==> config.mk <==
export PLATFORM = sky130hd
export DESIGN_NAME = uart_tx_mmio_flat
export DESIGN_NICKNAME = d
export VERILOG_FILES = /design/src/rtl/uart_tx_mmio_pkg.sv /design/src/rtl/uart_tx_mmio_if.sv /design/src/rtl/uart_tx_mmio_sync_fifo.sv /design/src/rtl/uart_tx_mmio.sv /design/src/flat_wrapper.sv
export SDC_FILE = /design/constraint.sdc
export NUM_CORES = 1
export LEC_CHECK = 0
export ABC_AREA = 1
export BUFFER_PORTS_ARGS = -buffer_cell sky130_fd_sc_hd__buf_4
export CORE_ASPECT_RATIO = 0.5
export CORE_MARGIN = 5
export CORE_UTILIZATION = 52
export DETAILED_ROUTE_END_ITERATION = 10
export PLACE_DENSITY_LB_ADDON = 0.15
export SETUP_SLACK_MARGIN = 0.5
export SLEW_MARGIN = 20
export SYNTH_ARGS = -nofsm -noshare
export SYNTH_HDL_FRONTEND = slang
export SYNTH_SLANG_ARGS = --single-unit
==> constraint.sdc <==
create_clock -name clk -period 2.4 [get_ports clk]
set_clock_uncertainty 0.15 [all_clocks]
set_input_delay 0.36 -clock clk [delete_from_list [all_inputs] [get_ports clk]]
set_output_delay 0.36 -clock clk [all_outputs]
set_load 0.03 [all_outputs]
==> src/rtl/uart_tx_mmio_pkg.sv <==
`default_nettype none
// ============================================================================
//  Module   : uart_tx_mmio_pkg
//  Brief    : Register offsets, STATUS bit positions and TX FSM state encoding
//             shared by the memory-mapped UART transmitter.
//  Revision : 1.0
// ============================================================================
package uart_tx_mmio_pkg;

    localparam logic [1:0] c_off_txdata = 2'd0;
    localparam logic [1:0] c_off_status = 2'd1;
    localparam logic [1:0] c_off_count  = 2'd2;
    localparam logic [1:0] c_off_rsvd   = 2'd3;

    localparam int c_st_busy  = 0;
    localparam int c_st_full  = 1;
    localparam int c_st_empty = 2;
    localparam int c_st_ovf   = 3;

    typedef enum logic [1:0] {
        ST_IDLE  = 2'd0,
        ST_START = 2'd1,
        ST_DATA  = 2'd2,
        ST_STOP  = 2'd3
    } tx_state_e;

    function automatic logic [7:0] status_byte(input logic ovf, input logic empty,
                                               input logic full, input logic busy);
        logic [7:0] s;
        s             = 8'h00;
        s[c_st_ovf]   = ovf;
        s[c_st_empty] = empty;
        s[c_st_full]  = full;
        s[c_st_busy]  = busy;
        return s;
    endfunction

endpackage
`default_nettype wire

==> src/rtl/uart_tx_mmio_if.sv <==
`default_nettype none
// ============================================================================
//  Module   : uart_tx_mmio_if
//  Brief    : CPU-side 8-bit data / 16-bit address bus seen by the UART.
//  Revision : 1.0
// ============================================================================
interface uart_tx_mmio_if;
    logic [15:0] addr;
    logic        we;
    logic [7:0]  di;
    logic [7:0]  dout;

    modport master (output addr, output we, output di, input dout);
    modport slave  (input addr, input we, input di, output dout);
endinterface
`default_nettype wire

==> src/rtl/uart_tx_mmio_sync_fifo.sv <==
`default_nettype none
// ============================================================================
//  Module   : uart_tx_mmio_sync_fifo
//  Brief    : Show-ahead synchronous FIFO; extra pointer bit separates full
//             from empty at wrap-around. A push into a full FIFO is accepted
//             only when a pop happens on the same edge.
//  Revision : 1.0
// ============================================================================
module uart_tx_mmio_sync_fifo #(
    parameter int WIDTH = 8,
    parameter int DEPTH = 4
) (
    input  wire logic                     clk,
    input  wire logic                     rst,
    input  wire logic                     push,
    input  wire logic [WIDTH-1:0]         din,
    input  wire logic                     pop,
    output logic      [WIDTH-1:0]         dout,
    output logic                          full,
    output logic                          empty,
    output logic      [$clog2(DEPTH):0]   count
);
    localparam int AW = $clog2(DEPTH);

    logic [AW:0]      wptr_q, wptr_d, rptr_q, rptr_d;
    logic [WIDTH-1:0] mem_q [DEPTH];
    logic [WIDTH-1:0] mem_d [DEPTH];
    logic             w_do_pop, w_do_push;

    assign empty = (wptr_q == rptr_q);
    assign full  = (wptr_q[AW] != rptr_q[AW]) && (wptr_q[AW-1:0] == rptr_q[AW-1:0]);
    assign count = wptr_q - rptr_q;
    assign dout  = mem_q[rptr_q[AW-1:0]];

    always_comb begin
        w_do_pop  = pop && !empty;
        w_do_push = push && (!full || w_do_pop);
        wptr_d    = wptr_q;
        rptr_d    = rptr_q;
        mem_d     = mem_q;
        if (w_do_push) begin
            mem_d[wptr_q[AW-1:0]] = din;
            wptr_d                = wptr_q + {{AW{1'b0}}, 1'b1};
        end
        if (w_do_pop) begin
            rptr_d = rptr_q + {{AW{1'b0}}, 1'b1};
        end
    end

    always_ff @(posedge clk) begin
        if (rst) begin
            wptr_q <= '0;
            rptr_q <= '0;
        end else begin
            wptr_q <= wptr_d;
            rptr_q <= rptr_d;
        end
    end

    // Storage needs no reset: pointers alone define which entries are valid.
    always_ff @(posedge clk) begin
        mem_q <= mem_d;
    end

endmodule
`default_nettype wire

==> src/rtl/uart_tx_mmio.sv <==
`default_nettype none
// ============================================================================
//  Module   : uart_tx_mmio
//  Brief    : Memory-mapped 8N1 UART transmitter with a small TX FIFO.
//  Revision : 1.0
// ============================================================================
module uart_tx_mmio
    import uart_tx_mmio_pkg::*;
#(
    parameter logic [15:0] BASE_ADDR    = 16'hFF00,
    parameter int          CLKS_PER_BIT = 4,
    parameter int          FIFO_DEPTH   = 4
) (
    input  wire logic       clk,
    input  wire logic       rst,
    uart_tx_mmio_if.slave   bus,
    output logic            tx,
    output logic            busy
);
    localparam int                BAUD_W      = $clog2(CLKS_PER_BIT);
    localparam int                CNT_W       = $clog2(FIFO_DEPTH) + 1;
    localparam logic [BAUD_W-1:0] C_BAUD_LAST = BAUD_W'(CLKS_PER_BIT - 1);

    tx_state_e         state_q, state_d;
    logic [BAUD_W-1:0] baud_q, baud_d;
    logic [2:0]        bit_q, bit_d;
    logic [7:0]        shreg_q, shreg_d;
    logic              tx_q, tx_d;
    logic              ovf_q, ovf_d;
    logic [7:0]        dout_q, dout_d;

    logic              w_sel, w_push, w_pop, w_clr, w_drop, w_baud_end;
    logic [1:0]        w_off;
    logic [7:0]        w_fifo_dout;
    logic              w_fifo_full, w_fifo_empty;
    logic [CNT_W-1:0]  w_fifo_count;

    uart_tx_mmio_sync_fifo #(
        .WIDTH (8),
        .DEPTH (FIFO_DEPTH)
    ) u_fifo (
        .clk   (clk),
        .rst   (rst),
        .push  (w_push),
        .din   (bus.di),
        .pop   (w_pop),
        .dout  (w_fifo_dout),
        .full  (w_fifo_full),
        .empty (w_fifo_empty),
        .count (w_fifo_count)
    );

    assign w_sel    = (bus.addr[15:2] == BASE_ADDR[15:2]);
    assign w_off    = bus.addr[1:0];
    assign w_push   = w_sel && bus.we && (w_off == c_off_txdata);
    assign w_clr    = w_sel && bus.we && (w_off == c_off_status) && bus.di[c_st_ovf];
    assign w_drop   = w_push && w_fifo_full && !w_pop;
    assign busy     = (state_q != ST_IDLE) || !w_fifo_empty;
    assign tx       = tx_q;
    assign bus.dout = dout_q;

    always_comb begin
        state_d    = state_q;
        baud_d     = baud_q;
        bit_d      = bit_q;
        shreg_d    = shreg_q;
        w_pop      = 1'b0;
        w_baud_end = (baud_q == C_BAUD_LAST);
        if (state_q != ST_IDLE) begin
            baud_d = w_baud_end ? '0 : baud_q + {{(BAUD_W-1){1'b0}}, 1'b1};
        end
        case (state_q)
            ST_IDLE: begin
                if (!w_fifo_empty) begin
                    w_pop   = 1'b1;
                    shreg_d = w_fifo_dout;
                    baud_d  = '0;
                    state_d = ST_START;
                end
            end
            ST_START: begin
                if (w_baud_end) begin
                    bit_d   = 3'd0;
                    state_d = ST_DATA;
                end
            end
            ST_DATA: begin
                if (w_baud_end) begin
                    shreg_d = {1'b0, shreg_q[7:1]};
                    if (bit_q == 3'd7) begin
                        state_d = ST_STOP;
                    end else begin
                        bit_d = bit_q + 3'd1;
                    end
                end
            end
            default: begin
                // Back-to-back frames: reload straight from the FIFO, no idle bit.
                if (w_baud_end) begin
                    if (!w_fifo_empty) begin
                        w_pop   = 1'b1;
                        shreg_d = w_fifo_dout;
                        state_d = ST_START;
                    end else begin
                        state_d = ST_IDLE;
                    end
                end
            end
        endcase
        case (state_d)
            ST_START: tx_d = 1'b0;
            ST_DATA:  tx_d = shreg_d[0];
            default:  tx_d = 1'b1;
        endcase
    end

    always_comb begin
        ovf_d  = w_drop ? 1'b1 : (w_clr ? 1'b0 : ovf_q);
        dout_d = 8'h00;
        if (w_sel && !bus.we) begin
            case (w_off)
                c_off_status: dout_d = status_byte(ovf_q, w_fifo_empty, w_fifo_full, busy);
                c_off_count:  dout_d = 8'(w_fifo_count);
                c_off_rsvd:   dout_d = 8'h00;
                default:      dout_d = 8'h00;
            endcase
        end
    end

    always_ff @(posedge clk) begin
        if (rst) begin
            state_q <= ST_IDLE;
            baud_q  <= '0;
            bit_q   <= 3'd0;
            shreg_q <= 8'h00;
            tx_q    <= 1'b1;
            ovf_q   <= 1'b0;
            dout_q  <= 8'h00;
        end else begin
            state_q <= state_d;
            baud_q  <= baud_d;
            bit_q   <= bit_d;
            shreg_q <= shreg_d;
            tx_q    <= tx_d;
            ovf_q   <= ovf_d;
            dout_q  <= dout_d;
        end
    end

endmodule
`default_nettype wire

==> src/flat_wrapper.sv <==
// flat-port wrapper written by rule: the top's interface ports become plain ports
module uart_tx_mmio_flat import uart_tx_mmio_pkg::*;
#(
    parameter logic [15:0] BASE_ADDR    = 16'hFF00,
    parameter int          CLKS_PER_BIT = 4,
    parameter int          FIFO_DEPTH   = 4
)
  (clk, rst, tx, busy, bus_addr, bus_we, bus_di, bus_dout);
  uart_tx_mmio_if bus_i ();
  input  wire logic clk;
  input  wire logic rst;
  output logic tx;
  output logic busy;
  input wire logic [$bits(bus_i.addr)-1:0] bus_addr;
  input wire logic [$bits(bus_i.we)-1:0] bus_we;
  input wire logic [$bits(bus_i.di)-1:0] bus_di;
  output wire logic [$bits(bus_i.dout)-1:0] bus_dout;
  assign bus_i.addr = bus_addr;
  assign bus_i.we = bus_we;
  assign bus_i.di = bus_di;
  assign bus_dout = bus_i.dout;
  uart_tx_mmio #(.BASE_ADDR(BASE_ADDR), .CLKS_PER_BIT(CLKS_PER_BIT), .FIFO_DEPTH(FIFO_DEPTH)) u_core (.clk(clk), .rst(rst), .bus(bus_i), .tx(tx), .busy(busy));
endmodule
; Word-level counts from Yosys, hierarchy flattened
; Index checks and enable logic that the tools add are counted.
[op_classes]
addsub = 5
magnitude_cmp = 3
eq_ne = 15
mux = 32
n_bitwise = 4
n_reduce_logical = 27
[ops]
columns = op, n
row1 = 8-bit 2-to-1 mux, 6
row2 = 32-bit bitwise mux, 1
row3 = 8-bit one-hot mux with 3 select lines, 1
row4 = 2-bit 2-to-1 mux, 9
row5 = 8-bit binary-select mux with 2-bit select, 1
row6 = 8-bit demux with 2-bit select, 1
row7 = 14-bit equality test (second input constant), 1
row8 = 1-bit logical AND, 11
row9 = 3-bit by 1-bit adder with 3-bit output (second input constant), 3
row10 = 3-bit 2-to-1 mux, 3
row11 = 2-bit equality test (second input constant), 4
row12 = 4-bit one-hot mux with 2 select lines, 1
row13 = 2-bit nonzero test, 4
row14 = 2-bit by 1-bit equality test with 1-bit output (second input constant), 3
row15 = 3-bit greater-or-equal comparator (second input constant), 2
row16 = 2-bit inverter with 3-bit output, 2
row17 = 2-bit one-hot mux with 3 select lines, 1
row18 = 3-bit one-hot mux with 2 select lines, 1
row19 = 1-bit 2-to-1 mux, 5
row20 = 1-bit logical NOT, 4
row21 = 2-bit logical NOT, 2
row22 = 2-bit by 1-bit != test with 1-bit output (second input constant), 2
row23 = 1-bit one-hot mux with 2 select lines, 2
row24 = 4-bit AND reduction, 1
row25 = other kinds (12), 15
[totals]
reg_bits = 63
in_bits = 27
wordCells = 100

; Depth between registers and ports, before layout
[logic_depth]
ltp_word = 8
depth_mapped = 11
ltp_nobuf = 10

; Hierarchy
; Synthesis repeated with hierarchy kept, for this count alone.
[unflattened]
cells_unflattened = 317
hier_area_um2 = 2864.0
[modules_own_cells]
columns = module, n_inst, cells_per_inst, area_per_inst_um2, seq_area_each_um2
row1 = uart_tx_mmio_sync_fifo, 1, 144, 1664.1, 1081.0
row2 = uart_tx_mmio, 1, 173, 1199.9, 420.4

; Least setup slack after synthesis
; Ideal clock, no wire load.
[synth_timing]
path_type = reg2reg
startpoint = register u_core.u_fifo.rptr_q[1]
endpoint = register u_core.u_fifo.mem_q[16] in the netlist's numbering, enable pin
setup_ps = 371
arrival_ps = 1934
required_ps = 1879
setup_slack_ps = -55
stages_incl_launch_ff = 11
period_less_slack_ps = 2455
path_cell_list = dfxtp_1 -> buf_4 -> clkinv_1 -> ha_1 -> nand2_1 -> inv_1 -> nand4_1 -> inv_2 -> nor2_4 -> inv_2 -> nor2_1
[synth_between]
elab_chain_len = 7
elab_cells_between_ends = 11
[synth_lines]
columns = item, line
row1 = "start, declared", uart_tx_mmio_sync_fifo.sv:25  ; logic [AW:0] wptr_q, wptr_d, rptr_q, rptr_d;
row2 = "start signal, assigned", uart_tx_mmio_sync_fifo.sv:56  ; rptr_q <= rptr_d;
row3 = 3-bit equality test, uart_tx_mmio_sync_fifo.sv:30  ; assign empty = (wptr_q == rptr_q);
row4 = 1-bit 2-to-1 mux, "uart_tx_mmio.sv:74, uart_tx_mmio.sv:100"
row5 = 1-bit 2-to-1 mux, uart_tx_mmio.sv:99  ; if (w_baud_end) begin
row6 = 1-bit one-hot mux with 2 select lines, uart_tx_mmio.sv:72  ; case (state_q)
row7 = 1-bit logical AND, uart_tx_mmio_sync_fifo.sv:36  ; w_do_pop = pop && !empty;
row8 = 1-bit logical OR (*), uart_tx_mmio_sync_fifo.sv:37  ; w_do_push = push && (!full || w_do_pop);
row9 = 1-bit logical AND (*), uart_tx_mmio_sync_fifo.sv:37
row10 = "end signal, assigned", uart_tx_mmio_sync_fifo.sv:62  ; mem_q <= mem_d;
row11 = "end, declared", uart_tx_mmio_sync_fifo.sv:26  ; logic [WIDTH-1:0] mem_q [DEPTH];
; Mark *: on every way between the ends. The rest lies on a longest branch, timed or not.
; A chain may end at the register's enable or synchronous reset.

; Worst setup path in the final report
[layout_timing]
startpoint = register u_core.u_fifo.rptr_q[1]
endpoint = output busy
[layout_between]
elab_chain_len = 3
[layout_lines]
columns = item, line
row1 = 3-bit equality test, uart_tx_mmio_sync_fifo.sv:30
row2 = 1-bit logical NOT, uart_tx_mmio.sv:58  ; assign busy = (state_q != ST_IDLE) || !w_fifo_empty;
row3 = 1-bit logical OR, uart_tx_mmio.sv:58
row4 = "end, declared", flat_wrapper.sv:13  ; output logic busy;
; No other way between the ends.

==> impl_metrics.yaml <==
routing:
  viasPerCell: 5.171
  firstDrtPassIters: 4
  drc: 0
  postRouteAntennaNets: 0
  drtIter0Drc: 159
  wl_um: 6732
  routedWlPerCell_um: 14.57
  num_vias: 2389
grt:
  grt_pass1_vias: 2327
  grt_pass1_wl_um: 10940
  antenna_found_initial: 0
  grt_max_degree: 21
  grtUsageTotal_pct: 19.62
  overflow: 0
layout:
  final_layout_size_suffix_gt1_share_pct: 26.22
  seq_area_um2: 1513
  fin_nets: 426
  synthToLayoutAreaGrowth_pct: 26.23
  multi_input_area_um2: 1329
  fillers: 417
  diodes: 0
  layout.cells.non_filler: 462
  final_area_um2: 3721
placement:
  dp_hpwl_um: 4774
  post-place-cells: 433
  placed_area_um2: 3288
  portBuffers: 32
  gp_congestion: 0.8768
timing:
  maxSlewViolCount: 0
  max_freq_mhz: 513.9
  rsz0062_at_grt: "yes"
  setup_tns_ns: 0
  fin_crit_ns: 1.946
  setup-violations-final: 0
  final.period_utilization_pct: 81.08
  hold_violations: 0
  hold_ws_ns: 0.08928
run:
  maxCapViolCount: 0
critical_path:
  cp.arrival_ns: 1.44
  critPathMaxFanout: 2
  max_stage_delay_ns: 0.38
  cp_slowest_cell: "dfxtp_4"
  cp-end-kind: "primary output"
  crit_required_ns: 1.89
  path_cells: "clkinv_8 -> ha_4 -> nand2_4 -> nor2_4 -> nand2_2 -> buf_6"
  r2r_slack_ns: 0.51
  critPathKind: "reg -> out"
  start_kind: "flop"
floorplan:
  die_w_um: 116.5
  ioPinCount: 37
  die_h_um: 63.24
  rows: 19
  fp.dieArea_um2: 7366
  floorplan.initialDensity_pct: 53.68
  core_um2: 5492
synthesis:
  yosys.area_share.simple_pct: 24.45
  yosysTopAreaCell: "edfxtp_1"
  synth_cell_types: 35
  ys_warn_count: 0
  avgSynthCellArea_um2: 8.773
  yosys-mux-area-fraction_pct: 0
  synthAdderAreaFrac_pct: 6.621
  synth_area_um2: 2948
  synth-xor-area-share_pct: 0.2971
  seq_area_frac_synth_pct: 50.93
  synth_top_cell_area_share_pct: 32.60
  synth-compound-area-share_pct: 10.14
  synth_top_family_by_area: "simple AND/OR/NAND/NOR gates"
  synth-seq-cells: 59
  synthTopCellsByArea: "edfxtp_1 (33%), dfxtp_1 (18%), nand2_1 (10%)"
  syn_inst: 336
cts:
  clk_pin_slew_ns: 0.05
  cts_buffer_depth: 2
  clock_latency_ns: 0.33
  htree_num_levels: 3
  cts_inserted_buffers: 9
  cts_root_buffer: "clkbuf_16"
  cts_tree: "built"
  clock-sinks: 59
pwr:
  p_per_area_nw_per_um2: 974.0
  total_power_uw: 3624
  peakVddDrop_uv: 555.7
  power.leakage_uw: 0.001557
status:
  status: "complete, no violations"
hold_path:
  hold_class: "in -> reg"
## cells by family after synthesis
group	after synthesis
XOR/XNOR	1
other	1
adder cells (fa/ha/maj)	15
flip-flops	59
AND/OR/NAND/NOR	160
AO/OA/AOI/OAI	52
buffers and inverters	48
## power breakdown
group          internal [uW]  total, uW  switching (uW)
Clock                    792       1220             427
Sequential              1170       1250            86.0
Combinational            455       1150             698
Total                   2410       3620            1210
## cell type report
cell class | instances | area share (%)
tap | 73 | 2.455
clock inverter | 6 | 1.513
timing repair inverter | 1 | 0.1345
inverter | 36 | 4.203
multi-input combinational | 232 | 35.71
timing repair buffer | 45 | 9.180
clock buffer | 10 | 6.153
sequential | 59 | 40.65
## synth_stat cells, drive strengths merged
cell    count
o211ai      4
inv        35
clkbuf      1
nor3        2
o22ai       1
nand3      27
nor2       39
dfxtp      27
o21ai      20
nand4       5
or2         1
o21a        1
a21oi      23
buf        11
fa          1
o211a       1
nand2      85
edfxtp     32
nor3b       1
conb        1
xor2        1
a211oi      1
clkinv      1
ha         14
a221oi      1
## metal layers
metal	wire length, um	GRT usage, %
met3	548	7.170
met5	0	0
met2	3025	28.77
met1	3063	26.62
met4	95	6.946
## path summary, 6_finish.rpt
check | startpoint | to | cells after the start
hold / removal | bus_di[0] | u_core.u_fifo.mem_q[24] | 1
hold reg to reg | u_core.ovf_q | u_core.bus.dout[3] | 2
setup / recovery | u_core.u_fifo.rptr_q[1] | busy | 6
setup reg to reg | u_core.u_fifo.wptr_q[1] | u_core.u_fifo.mem_q[26] | 8
## sequential cells by signal, indices dropped and copies added, names as in the netlist, 2 cells and up
| signal | cells |
|---|---|
| u_core.bit_q | 3 |
| u_core.state_q | 2 |
| u_core.shreg_q | 8 |
| u_core.bus.dout | 4 |
| u_core.u_fifo.mem_q | 32 |
| u_core.u_fifo.rptr_q | 3 |
| u_core.baud_q | 2 |
| u_core.u_fifo.wptr_q | 3 |
## cell usage in the layout, fill, tap and decap left out, types with 2 or more instances in the layout
master,Yosys,routed
o21ai_0,18,16
inv_2,4,5
ha_1,14,10
inv_1,30,27
edfxtp_1,32,32
ha_4,0,3
o211ai_1,4,4
o21ai_2,0,2
nand4_1,5,5
nand2_2,2,4
dfxtp_1,27,20
a21oi_1,23,23
conb_1,1,4
nor3_1,2,2
clkinv_2,0,3
o21ai_1,2,2
dfxtp_2,0,6
nor2_4,4,8
nand2_1,80,77
nand3_1,27,27
buf_4,7,44
nand2_4,3,4
clkinvlp_4,0,2
clkbuf_16,0,9
nor2_1,34,30
inv_4,1,2
## worst max-delay path, delay by kind of cell, from the launching register on
family / cells / cell delay [ns]
flip-flops: 1 / 0.38
AND/OR/NAND/NOR: 3 / 0.27
adder cells (fa/ha/maj): 1 / 0.26
buffers and inverters: 2 / 0.20
## stage by stage
step / setup slack, ns / utilization [%]
3_5_place_dp: 0.2297 / 59.88
6_report: 0.4540 / 67.76
4_1_cts: 0.4858 / 67.03
2_1_floorplan: 0.5118 / -
3_3_place_gp: 0.3300 / 59.88
5_1_grt: 0.3884 / 67.76
## what timing repair did
item,in CTS,in global routing
gates resized for setup,10,5
hold buffers,0,0
pin swaps,5,3
setup buffers,9,3
endpoints found under the setup margin,35,35
cloned,0,1
Note: power is estimated with default switching activity, not from simulation.
